--- config.mk ---
export PLATFORM = sky130hd
export DESIGN_NAME = uart_rx_ovs
export DESIGN_NICKNAME = d
export VERILOG_FILES = /design/src/rtl/uart_rx_ovs.sv
export SDC_FILE = /design/constraint.sdc
export NUM_CORES = 1
export LEC_CHECK = 0
export CAP_MARGIN = 10
export CORE_MARGIN = 8
export CORE_UTILIZATION = 50
export DETAILED_ROUTE_END_ITERATION = 8
export GPL_ROUTABILITY_DRIVEN = 0
export GPL_TIMING_DRIVEN = 0
export PLACE_DENSITY = 0.69
export SYNTH_ARGS = -nofsm -noshare
export SYNTH_HDL_FRONTEND = slang
export SYNTH_SLANG_ARGS = --single-unit
--- constraint.sdc ---
create_clock -name clk -period 3.4 [get_ports clk]
set_input_delay 0.51 -clock clk [delete_from_list [all_inputs] [get_ports clk]]
set_output_delay 0.51 -clock clk [all_outputs]
set_load 0.1 [all_outputs]
--- src/rtl/uart_rx_ovs.sv ---
`default_nettype none
`timescale 1ns/1ps
// ============================================================================
// Module   : uart_rx_ovs
// Purpose  : Oversampling UART receiver. It runs on the system clock with an
//            internal oversample tick and takes a 3-sample majority per bit.
//            Data length, parity and stop bits are configurable. Received
//            words go out on a valid/ready interface with framing, parity
//            and overrun reporting.
// Revision : 1.0  initial release
// ============================================================================
module uart_rx_ovs #(
    parameter int CLK_HZ     = 100000000,
    parameter int BAUD       = 9600,
    parameter int OVS        = 16,
    parameter int DATA_BITS  = 8,
    parameter int PARITY_EN  = 0,
    parameter int PARITY_ODD = 0,
    parameter int STOP_BITS  = 1
) (
    input  logic                 clk,
    input  logic                 rst,
    input  logic                 rx,
    output logic [DATA_BITS-1:0] dout,
    output logic                 dout_valid,
    input  logic                 dout_ready,
    output logic                 busy,
    output logic                 frame_err,
    output logic                 parity_err,
    output logic                 overrun
);

    localparam int c_DIV = CLK_HZ / (BAUD * OVS);
    localparam int c_TW  = (c_DIV > 2) ? $clog2(c_DIV) : 1;
    localparam int c_SW  = $clog2(OVS);
    localparam int c_BW  = $clog2(DATA_BITS);

    localparam logic [c_TW-1:0] c_TMAX     = c_TW'(c_DIV - 1);
    localparam logic [c_SW-1:0] c_S_LO     = c_SW'(OVS/2 - 1);
    localparam logic [c_SW-1:0] c_S_MI     = c_SW'(OVS/2);
    localparam logic [c_SW-1:0] c_S_HI     = c_SW'(OVS/2 + 1);
    localparam logic [c_SW-1:0] c_S_END    = c_SW'(OVS - 1);
    localparam logic [c_BW-1:0] c_B_LAST   = c_BW'(DATA_BITS - 1);
    localparam logic            c_STOP_LST = (STOP_BITS == 2);
    localparam logic            c_PODD     = (PARITY_ODD != 0);
    localparam logic            c_PEN      = (PARITY_EN != 0);

    // Reject clock/baud combinations that leave fewer than two clocks per tick
    generate
        if (c_DIV < 2) begin : g_div_check
            $error("uart_rx_ovs: CLK_HZ/(BAUD*OVS) must be >= 2");
        end
    endgenerate

    typedef enum logic [2:0] {
        S_IDLE   = 3'd0,
        S_START  = 3'd1,
        S_DATA   = 3'd2,
        S_PARITY = 3'd3,
        S_STOP   = 3'd4
    } state_t;

    state_t                 r_state;
    state_t                 w_state_nxt;
    logic                   r_rx_meta;
    logic                   r_rx_s;
    logic                   r_rx_prev;
    logic [c_TW-1:0]        r_tcnt;
    logic [c_SW-1:0]        r_s;
    logic [1:0]             r_smp;
    logic [c_BW-1:0]        r_bcnt;
    logic                   r_scnt;
    logic [DATA_BITS-1:0]   r_shift;
    logic                   r_perr;
    logic                   r_ferr;
    logic [DATA_BITS-1:0]   r_dout;
    logic                   r_dout_valid;
    logic                   r_frame_err;
    logic                   r_parity_err;
    logic                   r_overrun;

    logic w_fall;
    logic w_start;
    logic w_tick;
    logic w_mid;
    logic w_end;
    logic w_maj;
    logic w_done;

    assign w_fall  = r_rx_prev & ~r_rx_s;
    assign w_start = (r_state == S_IDLE) && w_fall;
    assign w_tick  = (r_tcnt == c_TMAX);
    assign w_mid   = w_tick && (r_s == c_S_HI);
    assign w_end   = w_tick && (r_s == c_S_END);
    // Third sample is taken live from rx_s on the resolving tick
    assign w_maj   = (r_smp[0] & r_smp[1]) | ((r_smp[0] | r_smp[1]) & r_rx_s);

    // Two-flop synchroniser plus a delayed copy for edge detection
    always_ff @(posedge clk) begin
        if (!rst) begin
            r_rx_meta <= 1'b1;
            r_rx_s    <= 1'b1;
            r_rx_prev <= 1'b1;
        end else begin
            r_rx_meta <= rx;
            r_rx_s    <= r_rx_meta;
            r_rx_prev <= r_rx_s;
        end
    end

    // Oversample tick divider; the start edge re-phases it to the start bit
    always_ff @(posedge clk) begin
        if (!rst || w_start || w_tick) r_tcnt <= '0;
        else                           r_tcnt <= r_tcnt + 1'b1;
    end

    // Sample position within the current bit and the two early vote samples
    always_ff @(posedge clk) begin
        if (!rst || w_start) begin
            r_s   <= '0;
            r_smp <= 2'b11;
        end else if (w_tick) begin
            r_s <= (r_s == c_S_END) ? '0 : r_s + 1'b1;
            if (r_s == c_S_LO) r_smp[0] <= r_rx_s;
            if (r_s == c_S_MI) r_smp[1] <= r_rx_s;
        end
    end

    // State register
    always_ff @(posedge clk) begin
        if (!rst) r_state <= S_IDLE;
        else      r_state <= w_state_nxt;
    end

    // Next-state logic; a frame completes at the mid-bit vote of the last stop bit
    always_comb begin
        w_state_nxt = r_state;
        w_done      = 1'b0;
        case (r_state)
            S_IDLE:   if (w_fall) w_state_nxt = S_START;
            S_START: begin
                if (w_mid && w_maj) w_state_nxt = S_IDLE;
                else if (w_end)     w_state_nxt = S_DATA;
            end
            S_DATA:   if (w_end && (r_bcnt == c_B_LAST))
                          w_state_nxt = c_PEN ? S_PARITY : S_STOP;
            S_PARITY: if (w_end) w_state_nxt = S_STOP;
            S_STOP: begin
                if (w_mid && (r_scnt == c_STOP_LST)) begin
                    w_state_nxt = S_IDLE;
                    w_done      = 1'b1;
                end
            end
            default:  w_state_nxt = S_IDLE;
        endcase
    end

    // Frame datapath: bit/stop counters, shift register, error accumulation
    always_ff @(posedge clk) begin
        if (!rst) begin
            r_bcnt  <= '0;
            r_scnt  <= 1'b0;
            r_shift <= '0;
            r_perr  <= 1'b0;
            r_ferr  <= 1'b0;
        end else if (w_start) begin
            r_bcnt <= '0;
            r_scnt <= 1'b0;
            r_perr <= 1'b0;
            r_ferr <= 1'b0;
        end else begin
            if (r_state == S_DATA) begin
                if (w_mid) r_shift <= {w_maj, r_shift[DATA_BITS-1:1]};
                if (w_end) r_bcnt  <= (r_bcnt == c_B_LAST) ? '0 : r_bcnt + 1'b1;
            end
            if ((r_state == S_PARITY) && w_mid)
                r_perr <= ((w_maj ^ (^r_shift)) != c_PODD);
            if (r_state == S_STOP) begin
                if (w_mid && !w_maj) r_ferr <= 1'b1;
                if (w_end)           r_scnt <= 1'b1;
            end
        end
    end

    // Output holding register: load when free or being drained, else flag overrun
    always_ff @(posedge clk) begin
        if (!rst) begin
            r_dout       <= '0;
            r_dout_valid <= 1'b0;
            r_frame_err  <= 1'b0;
            r_parity_err <= 1'b0;
            r_overrun    <= 1'b0;
        end else begin
            r_overrun <= 1'b0;
            if (w_done && (!r_dout_valid || dout_ready)) begin
                r_dout       <= r_shift;
                r_frame_err  <= r_ferr | ~w_maj;
                r_parity_err <= r_perr;
                r_dout_valid <= 1'b1;
            end else begin
                if (w_done) r_overrun <= 1'b1;
                if (r_dout_valid && dout_ready) r_dout_valid <= 1'b0;
            end
        end
    end

    assign dout       = r_dout;
    assign dout_valid = r_dout_valid;
    assign frame_err  = r_frame_err;
    assign parity_err = r_parity_err;
    assign overrun    = r_overrun;
    assign busy       = (r_state != S_IDLE);

endmodule
`default_nettype wire

### After elaboration in Yosys (flattened, before gate mapping)

Index checks and enable logic that the tools add are counted.

| word-level totals | value |
|---|---|
| flip-flop bits (word level) | 48 |
| output and inout port bits | 13 |
| word-level logic and storage cells | 91 |

| cells by class | value |
|---|---|
| $add $sub $neg | 3 |
| eq/ne operators | 15 |
| mux-type cells | 14 |
| bitwise logic cells | 12 |
| reductions and logical operators | 29 |

Operators with widths:

| kind | count |
|---|---|
| $mux 3 | 7 |
| $pmux 3 s5 | 1 |
| $eq 4x4->1 const B | 3 |
| $add 10x1->10 const B | 1 |
| $eq 10x10->1 const B | 1 |
| $logic_and 1x1->1 | 10 |
| $reduce_and 2->1 | 5 |
| $ne 2x2->1 const B | 4 |
| $reduce_xor 8->1 | 1 |
| $eq 3x2->1 const B | 2 |
| $eq 3x3->1 const B | 2 |
| $mux 1 | 5 |
| $not 1->1 | 5 |
| $reduce_and 5->1 | 1 |
| $add 4x1->4 const B | 1 |
| $eq 4x3->1 const B | 1 |
| $mux 4 | 1 |
| $reduce_or 2->1 | 2 |
| $add 3x1->3 const B | 1 |
| $and 1x1->1 | 3 |
| $eq 3x1->1 const B | 1 |
| $logic_not 1->1 | 3 |
| $logic_not 3->1 | 1 |
| $logic_or 1x1->1 | 3 |
| other kinds (6) | 8 |

### Longest topological paths before layout

Gate-level depths: netlist of the first run.

| logic depth | value |
|---|---|
| word-level depth | 7 |
| gate-level depth with buffers | 8 |

### Worst setup path after synthesis of the first run

Ideal clock, no wire load.

| timing path | value |
|---|---|
| path type | reg-to-reg |
| start | register r_state[2] |
| end | register r_tcnt[2] |
| setup time | 0.065 ns |
| arrival time | 2.117 ns |
| path slack | 1.217 ns |
| stages on the path, launching flop included | 7 |
| path buffers | 2 |
| period minus slack after synthesis | 2.183 ns |
| cell sequence | dfxtp_1 > clkbuf_1 > or3_1 > o21ai_0 > or2_1 > clkbuf_1 > nor2_1 |

| between the ends | value |
|---|---|
| longest elaborated chain between the ends | 4 |

Ends and longest elaborated chain:

| element | RTL line | RTL |
|---|---|---|
| start, declared | 63 | `state_t r_state;` |
| start signal, assigned | 132 | `else r_state <= w_state_nxt;` |
| $logic_not 3->1 | 91 | `assign w_start = (r_state == S_IDLE) && w_fall;` |
| $logic_and 1x1->1 | 91 |  |
| $logic_or 1x1->1 (2 in series) | 113 | `if (!rst \|\| w_start \|\| w_tick) r_tcnt <= '0;` |
| end signal, assigned | 114 | `else r_tcnt <= r_tcnt + 1'b1;` |
| end, declared | 68 | `logic [c_TW-1:0] r_tcnt;` |

Every way passes these cells.
A chain may end at the register's enable or synchronous reset.

### Final worst setup path of the first run

| timing path | value |
|---|---|
| start | register r_state[2] |
| end | output busy |

| between the ends | value |
|---|---|
| longest elaborated chain between the ends | 1 |

Ends and longest elaborated chain:

| element | RTL line | RTL |
|---|---|---|
| $reduce_bool 3->1 | 212 | `assign busy = (r_state != S_IDLE);` |
| end, declared | 27 | `output logic busy,` |

Every way passes these cells.

==> results of run 1 <==
-- power by group through the flow --
stage / sequential [mW] / clock, mW / combinational, mW
after floorplan: 0.585 / 0 / 0.0392
after global placement: 0.587 / 0 / 0.0537
final: 0.574 / 0.352 / 0.0532
after global routing: 0.575 / 0.388 / 0.0578
after CTS: 0.574 / 0.367 / 0.0536
after detailed placement: 0.587 / 0 / 0.0534
-- through the flow --
stage	hold slack [ns]	area, µm²	worst slack [ns]	power, mW
2_1_floorplan	0.386	2210	1.22	0.625
3_3_place_gp	0.389	2440	0.950	0.640
3_5_place_dp	0.397	2440	0.954	0.640
4_1_cts	0.419	2530	0.621	0.994
5_1_grt	0.435	2530	0.538	1.02
6_report	0.411	2530	0.629	0.979
-- per-layer routing --
| layer | wire length, µm | part of all wire | vias to the layer above | track usage |
|---|---|---|---|---|
| met1 | 2030 | 0.51 | 717 | 0.163 |
| met5 | 0 | 0 | - | 0 |
| met3 | 142 | 0.036 | 8 | 0.0271 |
| met2 | 1740 | 0.44 | 24 | 0.197 |
| met4 | 63 | 0.016 | 0 | 0.0603 |
| li1 | - | - | 829 | - |
-- flip-flops by register name, indices dropped and copies added (netlist names) --
signal,cells
r_tcnt,10
dout,8
r_shift,8
r_s,4
r_bcnt,3
r_state,3
r_smp,2
dout_valid,1
frame_err,1
overrun,1
parity_err,1
r_ferr,1
r_perr,1
r_rx_meta,1
r_rx_prev,1
r_rx_s,1
r_scnt,1
-- synth_stat cells (2+ instances only) --
library cell	n
nand2_2	2
o21a_1	2
clkbuf_1	7
inv_1	4
nand4_1	4
ha_1	7
nand2b_1	8
nand3_1	6
mux2i_1	21
nor2_1	22
xor2_1	4
dfxtp_1	48
nor2b_1	20
or3_1	3
nor3_1	3
xnor2_1	12
a21oi_1	7
o21ai_0	4
nand2_1	15
and3_1	4
nand4b_1	3
-- worst register-to-register path, delay by kind of cell (launching register included) --
family | cells | cell delay [ns]
buffers and inverters | 1 | 0.28
DFF | 1 | 0.36
muxes | 1 | 0.21
and+or+nand+nor | 4 | 1.15
-- cell families after synthesis --
| group | count (synthesis) | synth area share |
|---|---|---|
| multiplexers | 21 | 0.0950 |
| AO/OA/AOI/OAI | 21 | 0.0616 |
| adder cells (fa/ha/maj) | 7 | 0.0396 |
| flip-flops | 48 | 0.434 |
| XOR/XNOR | 17 | 0.0735 |
| buffers and inverters | 12 | 0.0220 |
| AND/OR/NAND/NOR | 103 | 0.274 |
-- cells in the final DEF, fill, tap and decap left out, types with 2 or more instances in the layout --
| master | instances |
|---|---|
| nor2b_1 | 20 |
| mux2i_1 | 21 |
| nand4_1 | 4 |
| and3_1 | 4 |
| clkdlybuf4s50_1 | 16 |
| clkbuf_8 | 6 |
| nand2_2 | 2 |
| xor2_1 | 4 |
| clkbuf_1 | 7 |
| nor3_1 | 3 |
| or3_1 | 3 |
| nand2_1 | 15 |
| nand4b_1 | 3 |
| o21ai_0 | 4 |
| o21a_1 | 2 |
| nand3_1 | 6 |
| xnor2_1 | 12 |
| nand2b_1 | 8 |
| a21oi_1 | 7 |
| ha_1 | 7 |
| nor2_1 | 22 |
| dfxtp_1 | 48 |
| inv_1 | 4 |
-- worst paths after layout --
kind | startpoint | endpoint | slack, ns | cells after the start
worst max-delay path | r_state[2] | busy | 0.63 | 3
worst min-delay path | r_rx_meta | r_rx_s | 0.41 | 1
worst max register to register | r_tcnt[8] | dout[3] | 1.30 | 6
worst min register to register | r_rx_meta | r_rx_s | 0.41 | 1
-- cell type report --
| type | count | area (µm²) | share of cell area |
|---|---|---|---|
| multi-input combinational | 169 | 1200 | 0.475 |
| sequential | 48 | 961 | 0.379 |
| timing repair buffer | 16 | 160 | 0.0632 |
| clock buffer | 6 | 82.6 | 0.0326 |
| tap | 52 | 65.1 | 0.0257 |
| buffer | 8 | 33.8 | 0.0133 |
| inverter | 4 | 15.0 | 0.00592 |
| clock inverter | 2 | 13.8 | 0.00543 |
==> results.yml, run 1 <==
floorplan:
  core_area_um2: 4320
  ios: 17
  die-area_um2: 6810
  fp.dieW_um: 82.5
  rows: 24
  initial_core_util: 0.512
  die_y_um: 82.5
setup_path:
  path_buf_inv: 2
  crit_arrival_ns: 2.26
  cp_cell_sequence: "clkbuf_1 -> or3_1 -> clkdlybuf4s50_1"
  required_ns: 2.89
  crit_path_end_kind: "primary output"
  path_max_fanout: 10
  critical_path_class: "flip-flop to primary output"
  startpoint_type: "flip-flop"
  max_stage_delay_ns: 1.15
  slowest_stage: "clkdlybuf4s50_1"
  cp_top_family: "buffers and inverters"
final_layout:
  diodes: 0
  syn2layout_area_growth_pct: 14.5
  finalNonFillerCells: 305
  utilization: 0.586
  final_nets: 263
  drive_gt1_frac: 0.0672
  n_fill_cell: 407
synthesis:
  synth_enable_flop_cells: 0
  syn_inst: 229
  async_reset_ff_frac: 0
  synth_flop_cell: "dfxtp_1"
  seq_area_frac_synth: 0.434
  synth_cell_type_count: 44
  syn_area_per_cell_um2: 9.67
  yosysWarnings: 0
  syn_area_um2: 2210
  syn-num-nets: 240
  post-synth-top-area-fraction: 0.434
  synth_area_leaders: "dfxtp_1, mux2i_1, nor2b_1"
  synth_top_area_cell: "dfxtp_1"
  synth_seq_cells: 48
pwr:
  power.share.switching: 0.229
  p_comb_frac: 0.054
  cellInternalPower_uw: 754
  leakage_nw: 0.967
  switchingPower_uw: 224
  p_clk_frac: 0.360
  irDropWorstVdd_mv: 0.306
  p_seq_frac: 0.586
  power_density_nw_per_um2: 386
clocking:
  post_cts_resized: 0
  cts_buffers: 5
  root_buffer: "clkbuf_8"
  post_cts_buffers: 0
  cts_sinks: 48
  htreeDepth: 2
  cts_tree: "yes"
  max-clock-path-buffers: 2
  insertion_delay_ns: 0.29
  ctsHoldBuffers: 0
  cts.reportedPaths.clkPinSlew_ns: 0.08
flow_run:
  cap_violations: 0
grt:
  grt_pass1_vias: 1511
  grt.total_usage: 0.126
  grt_max_degree: 16
  antenna_found_initial: 0
  overflow: 0
  grt_pass1_wl_um: 6760
drt:
  vias: 1578
  via_per_inst: 5.17
  detail_route.wl_per_cell_um: 13.0
  first_iter_violations: 48
  ant_nets: 0
  drcViolationCount: 0
  wl_um: 3980
  dr.pass1.iters: 4
timing:
  worst_pin_slew_ns: 0.973
  hold_violations: 0
  slew_violations: 0
  max-slew-margin-rel: 0.349
  finalClockSkew_ns: 0.00395
  rsz0062_at_grt: "false"
  setup_tns_ns: 0
  fmax_ghz: 0.361
  fin_crit_sh: 0.815
  period_needed_ns: 2.77
  setup-violations-final: 0
placed_design:
  placed_cells: 297
  place.port_buffers: 16
  hpwlAfterDp_um: 2920
worst_hold_path:
  hp-class: "flip-flop to flip-flop"
run_status:
  status: "finished clean"
Note: power is estimated with default switching activity, not from simulation.
==> run 2: changes to the inputs <==
Clock period 3.4 ns to 2.73 ns, I/O delays scaled along.
==> results.yml, run 2 (same netlist as run 1, synthesis figures left out) <==
pwr:
  leakage_nw: 0.984
  p_seq_frac: 0.586
  total_power_mw: 1.22
  p_clk_frac: 0.360
  power_density_nw_per_um2: 480
  irDropWorstVdd_mv: 0.381
  power.share.switching: 0.229
  cellInternalPower_uw: 939
  p_comb_frac: 0.054
  switchingPower_uw: 279
placed_design:
  dpl_worst_slack_ns: 0.384
  place_area_um2: 2440
  place.port_buffers: 16
  hpwlAfterDp_um: 2920
grt:
  met1_usage: 0.163
  grt_max_degree: 16
  busiest_layer: "met2"
  grt_pass1_vias: 1511
  grt.total_usage: 0.126
  use_met3: 0.0271
  grt_pass1_wl_um: 6760
  antenna_found_initial: 0
  overflow: 0
  grtUsageMet2: 0.197
worst_hold_path:
  min_from: "r_rx_meta"
  hp-class: "flip-flop to flip-flop"
timing:
  setup-violations-final: 0
  max-slew-margin-rel: 0.349
  fin_crit_sh: 0.835
  finalClockSkew_ns: 0.00395
  slew_violations: 0
  period_needed_ns: 2.28
  setup_ws_ns: 0.450
  setup_tns_ns: 0
  rsz0062_at_grt: "false"
  fmax_ghz: 0.439
  worst_pin_slew_ns: 0.973
  hold_violations: 0
clocking:
  cts.reportedPaths.clkPinSlew_ns: 0.08
  post_cts_resized: 0
  ctsHoldBuffers: 0
  max-clock-path-buffers: 2
  cts_sinks: 48
  htreeDepth: 2
  cts_buffers: 5
  post_cts_buffers: 0
  root_buffer: "clkbuf_8"
  cts_tree: "yes"
  insertion_delay_ns: 0.29
setup_path:
  crit_arrival_ns: 1.87
  max_stage_delay_ns: 0.76
  cp_cell_sequence: "clkbuf_1 -> or3_1 -> dlymetal6s2s_1"
  cp_top_family: "buffers and inverters"
  required_ns: 2.32
  path_buf_inv: 2
  startpoint_type: "flip-flop"
  critical_path_class: "flip-flop to primary output"
  crit_path_end_kind: "primary output"
  path_max_fanout: 10
  crit_start: "r_state[2]"
  r2r_start: "r_tcnt[8]"
  slowest_stage: "dlymetal6s2s_1"
drt:
  drcViolationCount: 0
  dr.pass1.iters: 4
  ant_nets: 0
  detail_route.wl_per_cell_um: 13.0
  vias: 1578
  wl_um: 3980
  via_per_inst: 5.17
  first_iter_violations: 48
floorplan:
  initial_core_util: 0.512
  rows: 24
  ios: 17
  die_y_um: 82.5
  die-area_um2: 6810
  fp.dieW_um: 82.5
  core_area_um2: 4320
run_status:
  status: "finished clean"
final_layout:
  largest_reg_flops: 10
  syn2layout_area_growth_pct: 14.6
  largest-register: "r_tcnt"
  drive_gt1_frac: 0.0672
  n_fill_cell: 406
  fin_area_um2: 2540
  diodes: 0
  layout_commonest_cell: "dfxtp_1"
  final_nets: 263
  most-common-layout-cells: "dfxtp_1, nor2_1, mux2i_1"
flow_run:
  cap_violations: 0
[run 2: cell count changes in the layout (fill, tap and decap cells not counted), sizes merged]
cell,before,now
dlymetal6s2s,0,1
clkdlybuf4s50,16,15
[run 2: final cells by class]
type,count,area [µm²],share of cell area
Clock buffer,6,82.6,0.0325
Clock inverter,2,13.8,0.00542
Sequential cell,48,961,0.379
Timing Repair Buffer,16,163,0.0641
Buffer,8,33.8,0.0133
Tap cell,52,65.1,0.0256
Multi-Input combinational cell,169,1200,0.474
Inverter,4,15.0,0.00592
[run 2: through the flow]
stage / hold WS [ns] / utilization / std cells
global route: 0.435 / 0.587 / 305
finish: 0.411 / 0.587 / 305
global placement: 0.389 / 0.564 / 297
detailed placement: 0.397 / 0.564 / 297
floorplan: 0.386 / - / 229
CTS: 0.419 / 0.586 / 305
[run 2: power groups by stage]
| stage | registers (mW) | logic (mW) | clock network, mW |
|---|---|---|---|
| global placement | 0.731 | 0.0669 | 0 |
| detailed placement | 0.731 | 0.0665 | 0 |
| floorplan | 0.729 | 0.0489 | 0 |
| finish | 0.714 | 0.0661 | 0.438 |
| global route | 0.716 | 0.0718 | 0.483 |
| CTS | 0.714 | 0.0668 | 0.457 |
[run 2: routing by layer]
metal  vias to the layer above  wire [µm]
li1                        829          -
met1                       717       2030
met4                         0         63
met2                        24       1740
met5                         -          0
met3                         8        144
[run 2: final timing paths]
kind,endpoint,slack (ns),depth (start not counted)
max,busy,0.45,3
min,r_rx_s,0.41,1
max reg2reg,dout[3],0.63,6
min reg2reg,r_rx_s,0.41,1
==> run 3: changes to the inputs <==
Settings changed: PLACE_DENSITY 0.69 to 0.72.
Clock period 2.73 ns to 2 ns, I/O delays scaled along.
==> results.yml, run 3 (same netlist as run 1, synthesis figures left out) <==
clocking:
  root_buffer: "clkbuf_8"
  cts_tree: "yes"
  insertion_delay_ns: 0.30
  cts_buffers: 5
  post_cts_buffers: 0
  max-clock-path-buffers: 2
  cts_sinks: 48
  ctsHoldBuffers: 0
  cts.reportedPaths.clkPinSlew_ns: 0.09
  htreeDepth: 2
timing:
  rsz0062_at_grt: "false"
  setup_ws_ns: 0.124
  hold_violations: 0
  max-slew-margin-rel: 0.363
  worst_pin_slew_ns: 0.960
  finalClockSkew_ns: 0.0106
  period_needed_ns: 1.88
  fin_crit_sh: 0.938
  setup-violations-final: 0
  slew_violations: 0
  fmax_ghz: 0.533
setup_path:
  path_max_fanout: 6
  crit_arrival_ns: 2.12
  startpoint_type: "flip-flop"
  required_ns: 2.24
  r2r.worst_path.cells: 5
  crit_path_end_kind: "flip-flop"
  critical_path_class: "flip-flop to flip-flop"
pwr:
  irDropWorstVdd_mv: 0.453
  leakage_nw: 1.03
  power_density_nw_per_um2: 685
grt:
  grt.total_usage: 0.131
  grt_pass1_wl_um: 6900
  antenna_found_initial: 0
  overflow: 0
  grt_max_degree: 14
  grt_pass1_vias: 1505
drt:
  via_per_inst: 5.29
  drcViolationCount: 0
  detail_route.wl_per_cell_um: 13.5
  ant_nets: 0
  first_iter_violations: 63
  dr.pass1.iters: 4
  vias: 1597
  wl_um: 4090
floorplan:
  core_area_um2: 4320
  rows: 24
  initial_core_util: 0.512
  fp.dieW_um: 82.5
  die-area_um2: 6810
  die_y_um: 82.5
  ios: 17
placed_design:
  hpwlAfterDp_um: 2870
  place.port_buffers: 16
  place_area_um2: 2440
  dpl_worst_slack_ns: -0.222
final_layout:
  largest_reg_flops: 10
  most-common-layout-cells: "dfxtp_1, nor2_1, mux2i_1"
  final_nets: 262
  layout_commonest_cell: "dfxtp_1"
  syn2layout_area_growth_pct: 14.9
  n_fill_cell: 403
  drive_gt1_frac: 0.0800
  fin_area_um2: 2540
  largest-register: "r_tcnt"
  diodes: 0
worst_hold_path:
  hold_depth: 1
  hp-class: "flip-flop to flip-flop"
flow_run:
  cap_violations: 0
run_status:
  status: "finished clean"
[run 3: metrics by stage]
stage | total power, mW | hold WS (ns) | std cells | util | TNS [ns]
3_5_place_dp | 1.09 | 0.412 | 297 | 0.565 | -0.547
4_1_cts | 1.76 | 0.434 | 303 | 0.588 | 0
6_report | 1.74 | 0.416 | 302 | 0.588 | 0
5_1_grt | 1.80 | 0.436 | 302 | 0.588 | 0
3_3_place_gp | 1.09 | 0.388 | 297 | 0.565 | -0.387
2_1_floorplan | 1.06 | 0.386 | 229 | - | 0
[run 3: report_power, final]
group | internal, mW | total [mW] | leakage, nW | switching (mW)
Sequential | 0.965 | 0.976 | 0.388 | 0.0109
Clock | 0.359 | 0.674 | 0.0501 | 0.315
Combinational | 0.0347 | 0.0912 | 0.589 | 0.0564
[run 3: what timing repair did]
| action | in CTS | in global routing |
|---|---|---|
| hold endpoints to repair | 0 | 0 |
| setup endpoints to repair | 21 | 23 |
| gates resized for setup | 17 | 6 |
| pin swaps | 1 | 0 |
[run 3: worst paths after layout]
check	endpoint	slack [ns]	from
worst min register to register	r_rx_s	0.42	r_rx_meta
worst min-delay path	r_rx_s	0.42	r_rx_meta
worst max register to register	r_bcnt[0]	0.12	r_tcnt[8]
worst max-delay path	r_bcnt[0]	0.12	r_tcnt[8]
[run 3: metal layers]
layer,global-route usage,share of wire,wire length (µm)
met1,0.168,0.50,2030
met2,0.196,0.44,1790
met3,0.0379,0.041,169
met4,0.0690,0.025,102
met5,0,0,0
[run 3: cell type report]
cell class	count	area, µm²	share of cell area
sequential	48	961	0.378
clock inverter	1	30.0	0.0118
inverter	4	15.0	0.00591
tap	52	65.1	0.0256
timing repair buffer	16	140	0.0551
buffer	7	35.0	0.0138
multi-input combinational	169	1230	0.483
clock buffer	5	68.8	0.0271
[run 3: worst max-delay path, cell delays in order (launching register included)]
cell and delay (ns):
dfxtp_1 0.36, or4b_4 0.60, nor3_4 0.31, nand2_2 0.11, or3_1 0.32, a21oi_1 0.12
